**src/rtl/pic_seq_pkg.sv**
```systemverilog
// ----------------------------------------------------------------------------
// pic_seq_pkg
// Shared types and constants for the PIC16F84 Q-cycle execute sequencer:
// datapath widths, the Q-phase state enum and the instruction field codes.
// No ports.
// ----------------------------------------------------------------------------
package pic_seq_pkg;

   localparam int INSTR_W = 14;
   localparam int ADDR_W  = 7;
   localparam int DATA_W  = 8;

   typedef enum logic [2:0] {
      IDLE = 3'd0,
      Q1   = 3'd1,
      Q2   = 3'd2,
      Q3   = 3'd3,
      Q4   = 3'd4
   } q_state_t;

   // ir[13:12] instruction class
   localparam logic [1:0] BYTEOP = 2'b00;
   localparam logic [1:0] BITOP  = 2'b01;

   // ir[11:10] bit-oriented sub-op
   localparam logic [1:0] KK_BCF   = 2'b00;
   localparam logic [1:0] KK_BSF   = 2'b01;
   localparam logic [1:0] KK_BTFSC = 2'b10;
   localparam logic [1:0] KK_BTFSS = 2'b11;

   // ir[11:8] byte-oriented opcodes
   localparam logic [3:0] OP_MOVWF = 4'b0000;
   localparam logic [3:0] OP_CLR   = 4'b0001;
   localparam logic [3:0] OP_SUBWF = 4'b0010;
   localparam logic [3:0] OP_DECF  = 4'b0011;
   localparam logic [3:0] OP_IORWF = 4'b0100;
   localparam logic [3:0] OP_ANDWF = 4'b0101;
   localparam logic [3:0] OP_XORWF = 4'b0110;
   localparam logic [3:0] OP_ADDWF = 4'b0111;
   localparam logic [3:0] OP_MOVF  = 4'b1000;
   localparam logic [3:0] OP_COMF  = 4'b1001;
   localparam logic [3:0] OP_INCF  = 4'b1010;
   localparam logic [3:0] OP_RRF   = 4'b1100;
   localparam logic [3:0] OP_RLF   = 4'b1101;

   localparam logic [6:0] ALU_NOP = 7'b0000000;

endpackage

```
**src/rtl/pic_exec_sequencer_if.sv**
```systemverilog
// ----------------------------------------------------------------------------
// pic_exec_sequencer_if
// Bundles the fetch handshake, file-register RAM port, ALU hookup and STATUS
// flags of the execute sequencer.
//   slave  : sequencer side (drives instr_ready, f_*, alu_op/alu_f_in, status)
//   master : environment side (fetch stage, RAM, ALU)
// Optional: ZERO_FLAG_EN adds status_z.
// ----------------------------------------------------------------------------
interface pic_exec_sequencer_if;
   import pic_seq_pkg::*;

   logic [INSTR_W-1:0] instr;
   logic               instr_valid;
   logic               instr_ready;
   logic [ADDR_W-1:0]  f_addr;
   logic               f_rd;
   logic [DATA_W-1:0]  f_rdata;
   logic               f_wr;
   logic [DATA_W-1:0]  f_wdata;
   logic [6:0]         alu_op;
   logic [DATA_W-1:0]  alu_f_in;
   logic [DATA_W-1:0]  alu_f_out;
   logic [DATA_W-1:0]  alu_w;
   logic               alu_c;
   logic               status_c;
`ifdef ZERO_FLAG_EN
   logic               status_z;
`endif
   logic               unsupported;

   modport slave (
`ifdef ZERO_FLAG_EN
      output status_z,
`endif
      input  instr, instr_valid, f_rdata, alu_f_out, alu_w, alu_c,
      output instr_ready, f_addr, f_rd, f_wr, f_wdata, alu_op, alu_f_in,
             status_c, unsupported
   );

   modport master (
`ifdef ZERO_FLAG_EN
      input  status_z,
`endif
      output instr, instr_valid, f_rdata, alu_f_out, alu_w, alu_c,
      input  instr_ready, f_addr, f_rd, f_wr, f_wdata, alu_op, alu_f_in,
             status_c, unsupported
   );

endinterface

```
**src/rtl/pic_exec_sequencer_decode.sv**
```systemverilog
// ----------------------------------------------------------------------------
// pic_instr_decode
// Combinational decode of the opcode field of a PIC16F84 instruction.
//   i_ir           in  7  opcode field, instruction bits [13:7]
//   o_writes_f     out 1  result is written back to the file register
//   o_affects_c    out 1  instruction updates STATUS C
//   o_affects_z    out 1  instruction updates STATUS Z
//   o_is_btfsc     out 1  BTFSC
//   o_is_btfss     out 1  BTFSS
//   o_bit_idx      out 3  bit number for bit-oriented ops
//   o_unsupported  out 1  literal/control class, executed as NOP
// ----------------------------------------------------------------------------
module pic_instr_decode
   import pic_seq_pkg::*;
(
   input  logic [6:0] i_ir,
   output logic       o_writes_f,
   output logic       o_affects_c,
   output logic       o_affects_z,
   output logic       o_is_btfsc,
   output logic       o_is_btfss,
   output logic [2:0] o_bit_idx,
   output logic       o_unsupported
);

   logic [1:0] w_cls;
   logic [3:0] w_op;
   logic [1:0] w_kk;
   logic       w_d;

   assign w_cls = i_ir[6:5];
   assign w_op  = i_ir[4:1];
   assign w_kk  = i_ir[4:3];
   assign w_d   = i_ir[0];

   always_comb begin
      o_writes_f    = 1'b0;
      o_affects_c   = 1'b0;
      o_affects_z   = 1'b0;
      o_is_btfsc    = 1'b0;
      o_is_btfss    = 1'b0;
      o_bit_idx     = i_ir[2:0];
      o_unsupported = 1'b0;
      case (w_cls)
         BYTEOP: begin
            // d=1 covers MOVWF and CLRF; d=0 in the 0000 row is NOP/control
            o_writes_f = w_d;
            case (w_op)
               OP_ADDWF, OP_SUBWF: begin
                  o_affects_c = 1'b1;
                  o_affects_z = 1'b1;
               end
               OP_RRF, OP_RLF:
                  o_affects_c = 1'b1;
               OP_CLR, OP_DECF, OP_IORWF, OP_ANDWF, OP_XORWF,
               OP_MOVF, OP_COMF, OP_INCF:
                  o_affects_z = 1'b1;
               default: ;
            endcase
         end
         BITOP: begin
            case (w_kk)
               KK_BCF, KK_BSF: o_writes_f = 1'b1;
               KK_BTFSC:       o_is_btfsc = 1'b1;
               KK_BTFSS:       o_is_btfss = 1'b1;
               default: ;
            endcase
         end
         default: o_unsupported = 1'b1;
      endcase
   end

endmodule

```
**src/rtl/pic_exec_sequencer.sv**
```systemverilog
// ----------------------------------------------------------------------------
// pic_exec_sequencer
// Q-cycle execute sequencer for the PIC16F84 byte/bit ALU. Takes one
// instruction every four clocks, reads the file register in Q2, drives the
// ALU opcode in Q3, writes back in Q4 and maintains STATUS C (and Z).
// BTFSC/BTFSS skips turn the following instruction into a NOP.
//   clk   in   system clock, rising edge
//   rst   in   synchronous active-high reset
//   bus   slave modport of pic_exec_sequencer_if (handshake, RAM, ALU, flags)
// Optional: ZERO_FLAG_EN enables the STATUS Z flag (bus.status_z).
//
//   state | meaning
//   IDLE  | waiting for an instruction, instr_ready=1
//   Q1    | decode, unsupported pulse
//   Q2    | file-register read strobe
//   Q3    | ALU opcode driven, operand captured, skip condition sampled
//   Q4    | write-back, flag update, instr_ready=1
// ----------------------------------------------------------------------------
module pic_exec_sequencer
   import pic_seq_pkg::*;
(
   input  logic                    clk,
   input  logic                    rst,
   pic_exec_sequencer_if.slave     bus
);

   q_state_t           r_state;
   q_state_t           w_state_nxt;
   logic [INSTR_W-1:0] r_ir;
   logic [DATA_W-1:0]  r_f_in;
   logic               r_skip_pend;
   logic               r_skip_act;
   logic               r_status_c;
`ifdef ZERO_FLAG_EN
   logic               r_status_z;
   logic [DATA_W-1:0]  w_result;
`endif

   logic               w_writes_f;
   logic               w_affects_c;
   logic               w_affects_z;
   logic               w_is_btfsc;
   logic               w_is_btfss;
   logic [2:0]         w_bit_idx;
   logic               w_unsupported;

   logic               w_ready;
   logic               w_accept;
   logic               w_nop;
   logic               w_test_bit;
   logic               w_f_rd;
   logic               w_f_wr;
   logic [DATA_W-1:0]  w_f_wdata;
   logic [6:0]         w_alu_op;
   logic [DATA_W-1:0]  w_alu_f_in;
   logic               w_uns_pulse;

   pic_instr_decode u_decode (
      .i_ir          (r_ir[13:7]),
      .o_writes_f    (w_writes_f),
      .o_affects_c   (w_affects_c),
      .o_affects_z   (w_affects_z),
      .o_is_btfsc    (w_is_btfsc),
      .o_is_btfss    (w_is_btfss),
      .o_bit_idx     (w_bit_idx),
      .o_unsupported (w_unsupported)
   );

   assign w_accept   = bus.instr_valid & w_ready;
   // skipped and unsupported instructions both walk the Q phases inertly
   assign w_nop      = r_skip_act | w_unsupported;
   assign w_test_bit = bus.f_rdata[w_bit_idx];

   always_ff @(posedge clk) begin
      if (rst) r_state <= IDLE;
      else     r_state <= w_state_nxt;
   end

   always_comb begin
      w_state_nxt = r_state;
      w_ready     = 1'b0;
      w_f_rd      = 1'b0;
      w_f_wr      = 1'b0;
      w_f_wdata   = '0;
      w_alu_op    = ALU_NOP;
      w_alu_f_in  = r_f_in;
      w_uns_pulse = 1'b0;
      case (r_state)
         IDLE: begin
            w_ready = 1'b1;
            if (bus.instr_valid) w_state_nxt = Q1;
         end
         Q1: begin
            w_uns_pulse = w_unsupported;
            w_state_nxt = Q2;
         end
         Q2: begin
            w_f_rd      = ~w_nop;
            w_state_nxt = Q3;
         end
         Q3: begin
            if (!w_nop) begin
               w_alu_op   = r_ir[13:7];
               // RAM data arrives this phase; pass it straight to the ALU so
               // the Q3->Q4 edge computes on it, and hold it afterwards
               w_alu_f_in = bus.f_rdata;
            end
            w_state_nxt = Q4;
         end
         Q4: begin
            w_ready     = 1'b1;
            w_f_wdata   = bus.alu_f_out;
            w_f_wr      = w_writes_f & ~w_nop;
            w_state_nxt = bus.instr_valid ? Q1 : IDLE;
         end
         default: w_state_nxt = IDLE;
      endcase
   end

`ifdef ZERO_FLAG_EN
   assign w_result = r_ir[7] ? bus.alu_f_out : bus.alu_w;
`endif

   always_ff @(posedge clk) begin
      if (rst) begin
         r_ir        <= '0;
         r_f_in      <= '0;
         r_skip_pend <= 1'b0;
         r_skip_act  <= 1'b0;
         r_status_c  <= 1'b0;
`ifdef ZERO_FLAG_EN
         r_status_z  <= 1'b0;
`endif
      end else begin
         if (w_accept) begin
            r_ir <= bus.instr;
            // pend and act both high only in the skipped instruction's Q4,
            // where the pending skip is consumed and must not carry over
            r_skip_act <= r_skip_pend & ~r_skip_act;
         end
         if (r_state == Q3 && !w_nop) begin
            r_f_in <= bus.f_rdata;
            if ((w_is_btfsc && !w_test_bit) || (w_is_btfss && w_test_bit))
               r_skip_pend <= 1'b1;
         end
         if (r_state == Q4) begin
            if (r_skip_act) r_skip_pend <= 1'b0;
            if (!w_nop && w_affects_c) r_status_c <= bus.alu_c;
`ifdef ZERO_FLAG_EN
            if (!w_nop && w_affects_z) r_status_z <= (w_result == '0);
`endif
         end
      end
   end

   assign bus.instr_ready = w_ready;
   assign bus.f_addr      = r_ir[6:0];
   assign bus.f_rd        = w_f_rd;
   assign bus.f_wr        = w_f_wr;
   assign bus.f_wdata     = w_f_wdata;
   assign bus.alu_op      = w_alu_op;
   assign bus.alu_f_in    = w_alu_f_in;
   assign bus.status_c    = r_status_c;
`ifdef ZERO_FLAG_EN
   assign bus.status_z    = r_status_z;
`endif
   assign bus.unsupported = w_uns_pulse;

endmodule
```
**src/flat_wrapper.sv**
```systemverilog
// flat-port wrapper written by rule: the top's interface ports become plain ports
module pic_exec_sequencer_flat import pic_seq_pkg::*;
  (clk, rst, bus_instr, bus_instr_valid, bus_f_rdata, bus_alu_f_out, bus_alu_w, bus_alu_c, bus_instr_ready, bus_f_addr, bus_f_rd, bus_f_wr, bus_f_wdata, bus_alu_op, bus_alu_f_in, bus_status_c, bus_unsupported);
  pic_exec_sequencer_if bus_i ();
  input  logic clk;
  input  logic rst;
  input wire logic [$bits(bus_i.instr)-1:0] bus_instr;
  input wire logic [$bits(bus_i.instr_valid)-1:0] bus_instr_valid;
  input wire logic [$bits(bus_i.f_rdata)-1:0] bus_f_rdata;
  input wire logic [$bits(bus_i.alu_f_out)-1:0] bus_alu_f_out;
  input wire logic [$bits(bus_i.alu_w)-1:0] bus_alu_w;
  input wire logic [$bits(bus_i.alu_c)-1:0] bus_alu_c;
  output wire logic [$bits(bus_i.instr_ready)-1:0] bus_instr_ready;
  output wire logic [$bits(bus_i.f_addr)-1:0] bus_f_addr;
  output wire logic [$bits(bus_i.f_rd)-1:0] bus_f_rd;
  output wire logic [$bits(bus_i.f_wr)-1:0] bus_f_wr;
  output wire logic [$bits(bus_i.f_wdata)-1:0] bus_f_wdata;
  output wire logic [$bits(bus_i.alu_op)-1:0] bus_alu_op;
  output wire logic [$bits(bus_i.alu_f_in)-1:0] bus_alu_f_in;
  output wire logic [$bits(bus_i.status_c)-1:0] bus_status_c;
  output wire logic [$bits(bus_i.unsupported)-1:0] bus_unsupported;
  assign bus_i.instr = bus_instr;
  assign bus_i.instr_valid = bus_instr_valid;
  assign bus_i.f_rdata = bus_f_rdata;
  assign bus_i.alu_f_out = bus_alu_f_out;
  assign bus_i.alu_w = bus_alu_w;
  assign bus_i.alu_c = bus_alu_c;
  assign bus_instr_ready = bus_i.instr_ready;
  assign bus_f_addr = bus_i.f_addr;
  assign bus_f_rd = bus_i.f_rd;
  assign bus_f_wr = bus_i.f_wr;
  assign bus_f_wdata = bus_i.f_wdata;
  assign bus_alu_op = bus_i.alu_op;
  assign bus_alu_f_in = bus_i.alu_f_in;
  assign bus_status_c = bus_i.status_c;
  assign bus_unsupported = bus_i.unsupported;
  pic_exec_sequencer u_core (.clk(clk), .rst(rst), .bus(bus_i));
endmodule
```
**config.mk**
```make
export PLATFORM = sky130hd
export DESIGN_NAME = pic_exec_sequencer_flat
export DESIGN_NICKNAME = d
export VERILOG_FILES = /design/src/rtl/pic_seq_pkg.sv /design/src/rtl/pic_exec_sequencer_if.sv /design/src/rtl/pic_exec_sequencer_decode.sv /design/src/rtl/pic_exec_sequencer.sv /design/src/flat_wrapper.sv
export SDC_FILE = /design/constraint.sdc
export NUM_CORES = 1
export LEC_CHECK = 0
export ABC_AREA = 1
export BUFFER_PORTS_ARGS = -buffer_cell sky130_fd_sc_hd__clkbuf_2
export CORE_MARGIN = 2
export CORE_UTILIZATION = 47
export DETAILED_ROUTE_END_ITERATION = 8
export MAX_ROUTING_LAYER = met4
export PLACE_DENSITY_LB_ADDON = 0.3
export SLEW_MARGIN = 20
export SYNTH_ARGS = -nofsm -noshare
export SYNTH_HDL_FRONTEND = slang
export SYNTH_SLANG_ARGS = --single-unit
```
**constraint.sdc**
```tcl
create_clock -name clk -period 2.25 [get_ports clk]
set_input_delay 0.225 -clock clk [delete_from_list [all_inputs] [get_ports clk]]
set_output_delay 0.225 -clock clk [all_outputs]
set_load 0.05 [all_outputs]
```
==> metrics.yaml, run 1 <==
worst_hold_path_type: "input pin to register"
critPathRequiredTime_ns: 2.03
drive_above_1_share_pct: 34.7
syn_area_um2: 1410
crit_path_max_fanout: 14
postSynthNetCount: 247
netlist.area_leader.share_pct: 39.6
worstHoldEndpoint: "u_core.r_ir[5]"
status: "complete, but fails checks"
drc: 5
clock_tree.htree_level_count: 1
finalSetupViolations: 0
detailedRoute.firstPassIterationCount: 6
clk_path_buf_depth: 2
avg_inst_size_synth_um2: 6.90
final_area_um2: 1750
via_count_of_the_first_global_routing_pass: 1113
antenna_found_initial: 0
netlist_instances: 205
post_synth_and_or_nand_nor_area_fraction_pct: 27.7
yosysTopAreaCell: "sky130_fd_sc_hd__dfxtp_1"
cts_tree: "done"
cts-buffers-inserted: 3
clkSlewWorstSetupHoldPaths_ns: 0.15
hold_path_depth: 3
yosys.area_share.xor_xnor_pct: 0.619
crit_top_cell: "sky130_fd_sc_hd__inv_2"
timing.hold.worst.start: "bus_instr[5]"
largest_family_of_logic_cells_by_synthesized_area: "simple AND/OR/NAND/NOR gates"
dpl-instance-area_um2: 1700
peakVddDrop_uv: 494
postRouteWirelength_um: 2900
critPathArrivalTime_ns: 1.78
clock_sink_count: 28
finalHoldViolCount: 0
yosys.area_share.adder_pct: 0
std_cell_rows: 19
violations: "DRC"
critPathLaunchType: "register"
gr-usage-all-layers_pct: 17.9
final_min_period_over_clock_period_pct: 88.9
max_freq_ghz: 0.500
synth.yosys.warnings: 0
post-layout-total-power_mw: 1.24
vias: 1378
global_route.overflow_total: 0
areaGrowthSynthToFinish_pct: 24.1
fill_cells: 292
die_height_um: 58.8
grt_setup_unrepaired: "no"
numPortBuffers: 67
setup_ws_ns: 0.249
ys_seq_area_share_pct: 39.6
die-width_um: 58.8
muxShareOfSynthArea_pct: 0
finalClockSkew_ns: 0.00530
post-dp-hpwl_um: 2260
crit_type: "register to primary output"
worstReg2RegEnd: "u_core.bus.status_c"
cts_root_buf: "sky130_fd_sc_hd__clkbuf_4"
synth_compound_area_share_pct: 14.7
path_cells: "nand2_1, nor2_2, inv_2, nor2_8, inv_2, o21ai_1, inv_1, clkbuf_2"
timing.reg2reg.worst_path_depth: 5
power_per_cell_area_nw_per_um2: 706
io-pin-count: 77
avgRoutedWirePerCell_um: 9.89
place_worst_setup_slack_ns: 0.620
crit_end_element: "primary output"
design.die.area_um2: 3460
final_period_minus_worst_setup_slack_ns: 2.00
floorplan.initialDensity_pct: 50.4
postSynthRegisterBits: 28
cts-hold-fix-buffers: 0
cpPeakStageDelay_ns: 0.42
layout.nets: 305
cp_slowest_cell: "sky130_fd_sc_hd__dfxtp_1"
diodes: 0
r2r_start: "u_core.r_state[0]"
cap_violations: 0
post_cts_resize_count: 0
core_area_um2: 2810
cts_setup_buffers: 0
vias_per_cell: 4.70
r2r_slack_ns: 0.87
synth.top_cells.by_area: "sky130_fd_sc_hd__dfxtp_1, sky130_fd_sc_hd__nor2_1, sky130_fd_sc_hd__inv_1, sky130_fd_sc_hd__o21ai_0, sky130_fd_sc_hd__nand3_1"
grt_start_max_net_pins: 26
post_synth_num_cell_types: 25
timing_max_transition_violations_final: 0
tns_ns: 0
hold-worst-slack_ns: 0.138
ant_nets: 0
power_leakage_nw: 1.01
clock_latency_ns: 0.33
drt_iter0_markers: 32
gpl.final_weighted_congestion: 0.825
grt_first_pass_wirelength_um: 4680
==> registers in the layout (all words and copies together) (netlist names) <==
| signal | cells |
|---|---|
| u_core.r_f_in | 8 |
| u_core.bus.status_c | 1 |
| u_core.r_skip_act | 1 |
| u_core.r_ir | 14 |
| u_core.r_state | 3 |
| u_core.r_skip_pend | 1 |
==> cell families after synthesis <==
group	Yosys count
AND/OR/NAND/NOR	84
buffers and inverters	54
AO/OA/AOI/OAI	37
flip-flops	28
XOR/XNOR	1
other	1
==> routing by layer <==
layer  vias to the layer above  global-route usage, %  wire length [um]
li1                        743                      -                 -
met1                       585                   23.3              1390
met2                        46                   27.9              1300
met3                         4                   4.62               183
met4                         0                   3.90                23
met5                         -                      -                 0
==> worst max path at each step <==
stage	start	end	slack, ns	cells after the start
global route	u_core.r_state[1]	bus_alu_f_in[2]	0.05	8
global placement	u_core.r_state[1]	bus_alu_f_in[1]	0.62	8
finish	u_core.r_state[1]	bus_alu_f_in[2]	0.25	8
CTS	u_core.r_state[1]	bus_alu_f_in[1]	0.22	8
detailed placement	u_core.r_state[1]	bus_alu_f_in[1]	0.62	8
floorplan	u_core.r_state[0]	bus_f_wr	0.13	4
==> cells in the mapped netlist <==
master	instances
sky130_fd_sc_hd__buf_4	8
sky130_fd_sc_hd__nor2_2	2
sky130_fd_sc_hd__clkbuf_1	4
sky130_fd_sc_hd__nor2_8	1
sky130_fd_sc_hd__o21ai_1	4
sky130_fd_sc_hd__o31ai_1	1
sky130_fd_sc_hd__dfxtp_1	28
sky130_fd_sc_hd__or2_2	8
sky130_fd_sc_hd__buf_6	1
sky130_fd_sc_hd__nand2_2	1
sky130_fd_sc_hd__conb_1	1
sky130_fd_sc_hd__buf_2	1
sky130_fd_sc_hd__inv_2	2
sky130_fd_sc_hd__a21oi_1	11
sky130_fd_sc_hd__nand3_1	12
sky130_fd_sc_hd__xnor2_1	1
sky130_fd_sc_hd__nor4_2	1
sky130_fd_sc_hd__o21ai_0	15
sky130_fd_sc_hd__o21ai_2	4
sky130_fd_sc_hd__inv_1	38
sky130_fd_sc_hd__nand3b_1	1
sky130_fd_sc_hd__nand2_1	16
sky130_fd_sc_hd__a211oi_1	2
sky130_fd_sc_hd__nor2_1	40
sky130_fd_sc_hd__nor4_1	2
==> power by group <==
group	internal [mW]	switching [mW]	total, mW
clock network	0.180	0.148	0.328
logic	0.0980	0.247	0.345
registers	0.536	0.0292	0.566
total	0.815	0.424	1.24
==> cells in the final DEF (no fill, tap or decap), types with 2 or more instances in the layout <==
cell type                  Yosys  routed
sky130_fd_sc_hd__nor2_2        2       2
sky130_fd_sc_hd__inv_2         2       2
sky130_fd_sc_hd__or2_2         8       8
sky130_fd_sc_hd__nand3_1      12      12
sky130_fd_sc_hd__o21ai_0      15      15
sky130_fd_sc_hd__clkbuf_2      0      67
sky130_fd_sc_hd__inv_1        38      38
sky130_fd_sc_hd__a21oi_1      11      11
sky130_fd_sc_hd__dfxtp_1      28      28
sky130_fd_sc_hd__clkbuf_4      0       3
sky130_fd_sc_hd__nor2_1       40      40
sky130_fd_sc_hd__o21ai_1       4       4
sky130_fd_sc_hd__o21ai_2       4       4
sky130_fd_sc_hd__nor4_1        2       2
sky130_fd_sc_hd__nand2_1      16      16
==> metrics by stage <==
stage,utilization (%),cells
floorplan,-,205
global placement,60.7,289
detailed placement,60.7,289
CTS,62.5,293
global route,62.5,293
finish,62.5,293
==> worst max-delay path: cells and delay by family, from the launching register on <==
family	cells	cell delay, ns
AO/OA/AOI/OAI	1	0.19
buffers and inverters	4	0.50
flip-flops	1	0.42
AND/OR/NAND/NOR	3	0.33
==> layout make-up <==
type	instances	area, um2	share of cell area (%)
Sequential cell	28	561	32.0
Clock inverter	1	30.0	1.71
Clock buffer	3	22.5	1.28
Multi-Input combinational cell	123	617	35.2
Timing Repair Buffer	67	335	19.1
Inverter	40	150	8.56
Tap cell	31	38.8	2.21
No activity file was read; power rests on OpenSTA's default activity.
==> run 2: changes to the inputs <==
--- a/config.mk
+++ b/config.mk
@@ -5,13 +5,12 @@
 export SDC_FILE = /design/constraint.sdc
 export NUM_CORES = 1
 export LEC_CHECK = 0
-export ABC_AREA = 1
 export BUFFER_PORTS_ARGS = -buffer_cell sky130_fd_sc_hd__clkbuf_2
 export CORE_MARGIN = 2
 export CORE_UTILIZATION = 47
 export DETAILED_ROUTE_END_ITERATION = 8
 export MAX_ROUTING_LAYER = met4
-export PLACE_DENSITY_LB_ADDON = 0.3
+export PLACE_DENSITY = 0.94
 export SLEW_MARGIN = 20
 export SYNTH_ARGS = -nofsm -noshare
 export SYNTH_HDL_FRONTEND = slang
==> run 2 against run 1 <==
Against the previous run:
- the run now ends clean
- combinational power down 28%
- clock skew about the same
- critical path type unchanged
- critical endpoint is now bus_f_wr
- non-clock buffer count up 2
- synthesized area down 3.9%
- first-iteration DRC count down 53%
- setup slack worse by 0.12 ns
==> metrics.yaml, run 2 <==
ys.flop_type: "sky130_fd_sc_hd__dfxtp_1"  # unchanged
diodes: 0  # unchanged
design.die.area_um2: 3340  # was 3460 um2
status: "finished clean"  # was complete, but fails checks
netlist_top_cells_count: "sky130_fd_sc_hd__nand2_1, sky130_fd_sc_hd__dfxtp_1, sky130_fd_sc_hd__a21oi_1"  # was sky130_fd_sc_hd__nor2_1, sky130_fd_sc_hd__inv_1, sky130_fd_sc_hd__dfxtp_1
fill_cells: 266  # was 292
areaGrowthSynthToFinish_pct: 25.5  # was 24.1%
worst_hold_path_type: "input pin to register"  # unchanged
critPathLaunchType: "register"  # unchanged
largest_registers_in_the_final_layout: "u_core.r_ir (14), u_core.r_f_in (8), u_core.r_state (3)"  # unchanged
power_leakage_nw: 0.800  # was 1.01 nW
post_synth_num_cell_types: 30  # was 25
std_cell_rows: 19  # unchanged
cts_tree: "done"  # unchanged
post-synth-top-count-cell: "sky130_fd_sc_hd__nand2_1"  # was sky130_fd_sc_hd__nor2_1
crit_end_element: "primary output"  # unchanged
avgRoutedWirePerCell_um: 11.7  # was 9.89 um
crit_type: "register to primary output"  # unchanged
clock_tree.htree_level_count: 1  # unchanged
critPathArrivalTime_ns: 1.90  # was 1.78 ns
die_height_um: 57.8  # was 58.8 um
finalClockSkew_ns: 0.00488  # was 0.00530 ns
synth-edff-count: 0  # unchanged
peakVddDrop_uv: 479  # was 494 uV
drt_iter0_markers: 15  # was 32
finalSetupViolations: 0  # unchanged
yosysTopAreaCell: "sky130_fd_sc_hd__dfxtp_1"  # unchanged
drive_above_1_share_pct: 40.5  # was 34.7%
layout.nets: 258  # was 305
numPortBuffers: 67  # unchanged
critPathRequiredTime_ns: 2.03  # about the same
global_route.overflow_total: 0  # unchanged
floorplan.initialDensity_pct: 49.3  # was 50.4%
layout_common_cells: "sky130_fd_sc_hd__clkbuf_2, sky130_fd_sc_hd__nand2_1, sky130_fd_sc_hd__dfxtp_1, sky130_fd_sc_hd__a21oi_1, sky130_fd_sc_hd__and2_1"  # was sky130_fd_sc_hd__clkbuf_2, sky130_fd_sc_hd__nor2_1, sky130_fd_sc_hd__inv_1, sky130_fd_sc_hd__dfxtp_1, sky130_fd_sc_hd__nand2_1
worstMarginPinSlew_ns: 0.542
dpl-instance-area_um2: 1660  # was 1700 um2
avg_inst_size_synth_um2: 8.60  # was 6.90 um2
core_area_um2: 2760  # was 2810 um2
synth.yosys.warnings: 0  # unchanged
ys_seq_area_share_pct: 41.3  # was 39.6%
antenna_found_initial: 0  # unchanged
drc: 0  # was 5
cap_violations: 0  # unchanged
clock_latency_ns: 0.32  # was 0.33 ns
netlist_instances: 158  # was 205
clkSlewWorstSetupHoldPaths_ns: 0.14  # was 0.15 ns
vias: 1226  # was 1378
cts-hold-fix-buffers: 0  # unchanged
async_reset_ff_share_pct: 0  # unchanged
gr-usage-all-layers_pct: 18.4  # was 17.9%
final_period_minus_worst_setup_slack_ns: 2.12  # was 2.00 ns
largest-register: "u_core.r_ir"  # unchanged
cts_root_buf: "sky130_fd_sc_hd__clkbuf_4"  # unchanged
finalHoldViolCount: 0  # unchanged
grt_setup_unrepaired: "no"  # unchanged
via_count_of_the_first_global_routing_pass: 1052  # was 1113
ant_nets: 0  # unchanged
tns_ns: 0  # unchanged
io-pin-count: 77  # unchanged
die-width_um: 57.8  # was 58.8 um
gpl.final_weighted_congestion: 0.777  # was 0.825
cts-buffers-inserted: 3  # unchanged
timing_max_transition_violations_final: 0  # unchanged
syn_area_um2: 1360  # was 1410 um2
layout_commonest_cell: "sky130_fd_sc_hd__clkbuf_2"  # unchanged
netlist.area_leader.share_pct: 41.3  # was 39.6%
power_per_cell_area_nw_per_um2: 609  # was 706 nW/um2
detailedRoute.firstPassIterationCount: 4  # was 6
clock_sink_count: 28  # unchanged
flip_flop_count_of_the_largest_register_after_layout: 14  # unchanged
postSynthNetCount: 200  # was 247
vias_per_cell: 4.98  # was 4.70
crit_path_max_fanout: 10  # was 14
synth.top_cells.by_area: "sky130_fd_sc_hd__dfxtp_1, sky130_fd_sc_hd__nand2_1, sky130_fd_sc_hd__mux2_2, sky130_fd_sc_hd__a21oi_1, sky130_fd_sc_hd__and2_1"  # was sky130_fd_sc_hd__dfxtp_1, sky130_fd_sc_hd__nor2_1, sky130_fd_sc_hd__inv_1, sky130_fd_sc_hd__o21ai_0, sky130_fd_sc_hd__nand3_1
grt_first_pass_wirelength_um: 4640  # was 4680 um
clk_path_buf_depth: 2  # unchanged
slew-limit-headroom_pct: 63.9
grt_start_max_net_pins: 29  # was 26
final_area_um2: 1710  # was 1750 um2
max_freq_ghz: 0.472  # was 0.500 GHz
postRouteWirelength_um: 2870  # was 2900 um
final_min_period_over_clock_period_pct: 94.3  # was 88.9%
postSynthRegisterBits: 28  # unchanged
post-dp-hpwl_um: 2210  # was 2260 um
==> run 2: cell count changes in the layout (fill, tap and decap cells not counted), sizes merged, moves of 2 or more <==
cell	previous run	this run
a21oi	11	17
and2	0	14
buf	0	2
inv	40	2
mux2	0	9
mux4	0	2
nand2	17	34
nand3	12	3
nor2	43	5
nor2b	0	8
nor3	0	4
nor4	3	0
o21ai	23	0
or2	8	0
==> run 2: layout make-up <==
| class | instances | area, um2 | share of cell area, % |
|---|---|---|---|
| Timing Repair Buffer | 69 | 350 | 20.5 |
| Tap cell | 31 | 38.8 | 2.27 |
| Clock buffer | 4 | 36.3 | 2.13 |
| Multi-Input combinational cell | 112 | 712 | 41.7 |
| Sequential cell | 28 | 561 | 32.9 |
| Inverter | 2 | 7.51 | 0.440 |
==> run 2: per-layer routing <==
layer / share of wire (%) / global-route usage, % / wire (um)
met5: 0 / - / 0
met4: 0.94 / 6.98 / 27
met3: 6.3 / 2.68 / 180
met2: 50 / 31.2 / 1430
met1: 43 / 22.0 / 1240
==> run 2: per-stage QoR <==
step | hold slack, ns | utilization [%] | setup WS (ns) | power [mW] | std cells
final | 0.109 | 61.8 | 0.129 | 1.04 | 246
after global routing | 0.0805 | 61.8 | 0.0106 | 1.10 | 246
after CTS | 0.0958 | 61.7 | 0.0772 | 1.05 | 246
after detailed placement | 0.448 | 60.2 | 0.327 | 0.813 | 242
after global placement | 0.441 | 60.2 | 0.346 | 0.807 | 242
after floorplan | 0.361 | - | 0.0227 | 0.755 | 158
==> run 2: critical path, cell delays in order (launching register included) <==
cell	delay, ns
sky130_fd_sc_hd__dfxtp_1	0.40
sky130_fd_sc_hd__buf_4	0.19
sky130_fd_sc_hd__nor3b_4	0.32
sky130_fd_sc_hd__nand2_1	0.15
sky130_fd_sc_hd__a211oi_2	0.22
sky130_fd_sc_hd__clkbuf_2	0.31
==> run 2: where the power goes <==
group	total [mW]	switching [mW]	internal (mW)
clock	0.236	0.138	0.0989
sequential	0.552	0.0296	0.523
combinational	0.249	0.165	0.0844
total	1.04	0.332	0.706
==> run 2: path summary, 6_finish.rpt <==
path | from | endpoint | slack, ns | cells after the start
max reg2reg | u_core.r_ir[7] | u_core.r_skip_pend | 0.42 | 4
min | bus_instr[8] | u_core.r_ir[8] | 0.11 | 3
min reg2reg | u_core.r_ir[0] | u_core.r_ir[0] | 0.46 | 2
max | u_core.r_state[1] | bus_f_wr | 0.13 | 5
==> run 2: cells by family (layout without fill, tap and decap cells) <==
logic type / count (synthesis) / in the layout / share of synthesized area [%]
compound gates: 20 / 20 / 7.83
xor+xnor: 2 / 2 / 1.29
buf+inv: 18 / 75 / 7.46
flops: 28 / 28 / 41.3
mux: 12 / 12 / 12.1
other cells: 1 / 1 / 0.276
simple gates: 77 / 77 / 29.8
==> run 2: timing repair <==
action | in CTS | in global routing
setup buffers | 0 | 0
endpoints found under the setup margin | 8 | 8
gates resized for setup | 1 | 1
pin swaps | 0 | 0
==> run 3: changes to the inputs <==
--- a/config.mk
+++ b/config.mk
@@ -6,11 +6,13 @@
 export NUM_CORES = 1
 export LEC_CHECK = 0
 export BUFFER_PORTS_ARGS = -buffer_cell sky130_fd_sc_hd__clkbuf_2
+export CELL_PAD_IN_SITES_DETAIL_PLACEMENT = 2
+export CELL_PAD_IN_SITES_GLOBAL_PLACEMENT = 2
 export CORE_MARGIN = 2
-export CORE_UTILIZATION = 47
+export CORE_UTILIZATION = 25
 export DETAILED_ROUTE_END_ITERATION = 8
 export MAX_ROUTING_LAYER = met4
-export PLACE_DENSITY = 0.94
+export PLACE_DENSITY = 0.93
 export SLEW_MARGIN = 20
 export SYNTH_ARGS = -nofsm -noshare
 export SYNTH_HDL_FRONTEND = slang
==> run 3 against run 2 <==
Against the previous run:
- register-to-register slack gained 0.04 ns
- sequential share of layout area shrank 1.5 points
- global-route usage shrank 4.3 points
- largest power group unchanged
- cell area grew 4.8%
- highest routed layer unchanged
- critical endpoint is now bus_alu_f_in[4]
- largest cell class unchanged
==> metrics.yaml, run 3 (synthesis gave the netlist of run 2 again) <==
status: "finished clean"  # unchanged
slew-limit-headroom_pct: 57.5  # was 63.9%
p_sw_share_pct: 30.4  # was 32.0%
clock_sink_count: 28  # unchanged
cpLargestDelayFamily: "simple AND/OR/NAND/NOR gates"  # was buffers and inverters
met2WireLength_um: 1860  # was 1430 um
cp_slowest_cell: "sky130_fd_sc_hd__dfxtp_1"  # unchanged
crit_path_max_fanout: 9  # was 10
die_height_um: 77.7  # was 57.8 um
power_leakage_nw: 0.817  # was 0.800 nW
numPortBuffers: 67  # unchanged
grt_setup_unrepaired: "no"  # unchanged
via_count_of_the_first_global_routing_pass: 1411  # was 1052
core_area_um2: 5170  # was 2760 um2
final_min_period_over_clock_period_pct: 91.7  # was 94.3%
detailedRoute.firstPassIterationCount: 2  # was 4
share_seq_of_total_power_pct: 45.9  # was 53.2%
worstMarginPinSlew_ns: 0.637  # was 0.542 ns
cts_root_buf: "sky130_fd_sc_hd__clkbuf_8"  # was sky130_fd_sc_hd__clkbuf_4
gr-usage-all-layers_pct: 14.1  # was 18.4%
finalHoldViolCount: 0  # unchanged
finalClockSkew_ns: 0.00863  # was 0.00488 ns
power.internal_uw: 843  # was 706 uW
vias_per_cell: 4.56  # was 4.98
ant_nets: 0  # unchanged
flip_flop_count_of_the_largest_register_after_layout: 14  # unchanged
clk_path_buf_depth: 2  # unchanged
peakVddDrop_uv: 221  # was 479 uV
timing.hold.worst.start: "bus_instr[8]"  # unchanged
critPathRequiredTime_ns: 2.03  # about the same
cpPeakStageDelay_ns: 0.39  # was 0.40 ns
crit_end_element: "primary output"  # unchanged
timing.reg2reg.worst_path_depth: 4  # unchanged
vias: 1303  # was 1226
grt_start_max_net_pins: 29  # unchanged
dpl-instance-area_um2: 1710  # was 1660 um2
floorplan.initialDensity_pct: 26.3  # was 49.3%
layout.nets: 259  # was 258
largest_registers_in_the_final_layout: "u_core.r_ir (14), u_core.r_f_in (8), u_core.r_state (3)"  # unchanged
detailroute.wirelength.met3_um: 282  # was 180 um
final_core_util_pct: 34.5  # was 61.8%
drive_above_1_share_pct: 39.8  # was 40.5%
timing_max_transition_violations_final: 0  # unchanged
clkSlewWorstSetupHoldPaths_ns: 0.11  # was 0.14 ns
postRouteWirelength_um: 3820  # was 2870 um
avgRoutedWirePerCell_um: 13.3  # was 11.7 um
layout_commonest_cell: "sky130_fd_sc_hd__clkbuf_2"  # unchanged
clock_latency_ns: 0.28  # was 0.32 ns
cap_violations: 0  # unchanged
final_area_um2: 1790  # was 1710 um2
io-pin-count: 77  # unchanged
crit_type: "register to primary output"  # unchanged
gpl.final_weighted_congestion: 0.701  # was 0.777
worstHoldEndpoint: "u_core.r_ir[8]"  # unchanged
cts_tree: "done"  # unchanged
power_per_cell_area_nw_per_um2: 678  # was 609 nW/um2
diodes: 0  # unchanged
tns_ns: 0  # unchanged
clock_tree.htree_level_count: 1  # unchanged
cts-buffers-inserted: 3  # unchanged
worst_path_bufs_invs: 2  # unchanged
worstReg2RegEnd: "u_core.r_skip_pend"  # unchanged
post-dp-hpwl_um: 2950  # was 2210 um
r2r_start: "u_core.r_ir[7]"  # unchanged
drt_iter0_markers: 48  # was 15
hold_path_depth: 3  # unchanged
areaGrowthSynthToFinish_pct: 31.5  # was 25.5%
critPathArrivalTime_ns: 1.84  # was 1.90 ns
global_route.overflow_total: 0  # unchanged
antenna_found_initial: 0  # unchanged
grt_first_pass_wirelength_um: 6810  # was 4640 um
dr.max_layer_used: "met4"  # unchanged
worst_hold_path_type: "input pin to register"  # unchanged
design.die.area_um2: 6040  # was 3340 um2
largest-register: "u_core.r_ir"  # unchanged
switching_power_uw: 368  # was 332 uW
share_clk_of_total_power_pct: 33.5  # was 22.8%
finalSetupViolations: 0  # unchanged
std_cell_rows: 26  # was 19
path_cells: "nor3_1, nand3_1, buf_4, mux2_2, clkbuf_2"  # was buf_4, nor3b_4, nand2_1, a211oi_2, clkbuf_2
die-width_um: 77.7  # was 57.8 um
final_period_minus_worst_setup_slack_ns: 2.06  # was 2.12 ns
p_comb_share_pct: 20.6  # was 24.0%
critPathLaunchType: "register"  # unchanged
layout_common_cells: "sky130_fd_sc_hd__clkbuf_2, sky130_fd_sc_hd__nand2_1, sky130_fd_sc_hd__dfxtp_1, sky130_fd_sc_hd__a21oi_1, sky130_fd_sc_hd__and2_1"  # unchanged
drc: 0  # unchanged
wl_met1_um: 1650  # was 1240 um
r2r_slack_ns: 0.46  # was 0.42 ns
max_freq_ghz: 0.485  # was 0.472 GHz
run 3: area by class of cell:
class / instances / area, um2
fillers: 616 / 3390
multi-input cells: 112 / 702
flip-flops and latches: 28 / 561
repair buffers: 70 / 358
well taps: 70 / 87.6
clock buffers: 3 / 41.3
clock inverters: 1 / 30.0
inverters: 2 / 7.51
run 3: worst min-delay path: stages:
cell                       delay, ns
sky130_fd_sc_hd__clkbuf_2       0.08
sky130_fd_sc_hd__nand2_1        0.04
sky130_fd_sc_hd__a21oi_1        0.05
run 3: worst max-delay path by stage:
stage	to	startpoint	cells after the start
6_report	bus_alu_f_in[4]	u_core.r_state[2]	5
5_1_grt	bus_alu_f_in[4]	u_core.r_state[2]	5
4_1_cts	bus_f_wr	u_core.r_state[2]	4
3_5_place_dp	bus_f_wr	u_core.r_state[2]	4
3_3_place_gp	u_core.r_skip_pend	u_core.r_ir[7]	4
2_1_floorplan	bus_unsupported	u_core.r_state[1]	2
run 3: power groups by stage:
stage	Combinational [mW]	Clock (mW)	Sequential (mW)
floorplan	0.207	0	0.548
global placement	0.247	0	0.566
detailed placement	0.254	0	0.568
CTS	0.254	0.419	0.556
global route	0.276	0.446	0.563
finish	0.249	0.406	0.556
run 3: what timing repair did:
action,in CTS,in global routing
hold buffers,0,0
setup buffers,0,1
setup endpoints to repair,0,1
resized for setup,0,0
run 3: metal layers:
metal / track usage, % / vias up
met2: 23.8 / 44
met4: 3.75 / 0
met5: - / -
li1: - / 635
met3: 3.49 / 2
met1: 16.7 / 622
run 3: through the flow:
step | hold slack (ns) | total power, mW | cells | worst slack [ns]
6_report | 0.156 | 1.21 | 286 | 0.187
5_1_grt | 0.153 | 1.28 | 286 | 0.0779
4_1_cts | 0.151 | 1.23 | 285 | 0.122
3_5_place_dp | 0.451 | 0.821 | 281 | 0.439
3_3_place_gp | 0.443 | 0.813 | 281 | 0.498
2_1_floorplan | 0.361 | 0.755 | 158 | 0.0227
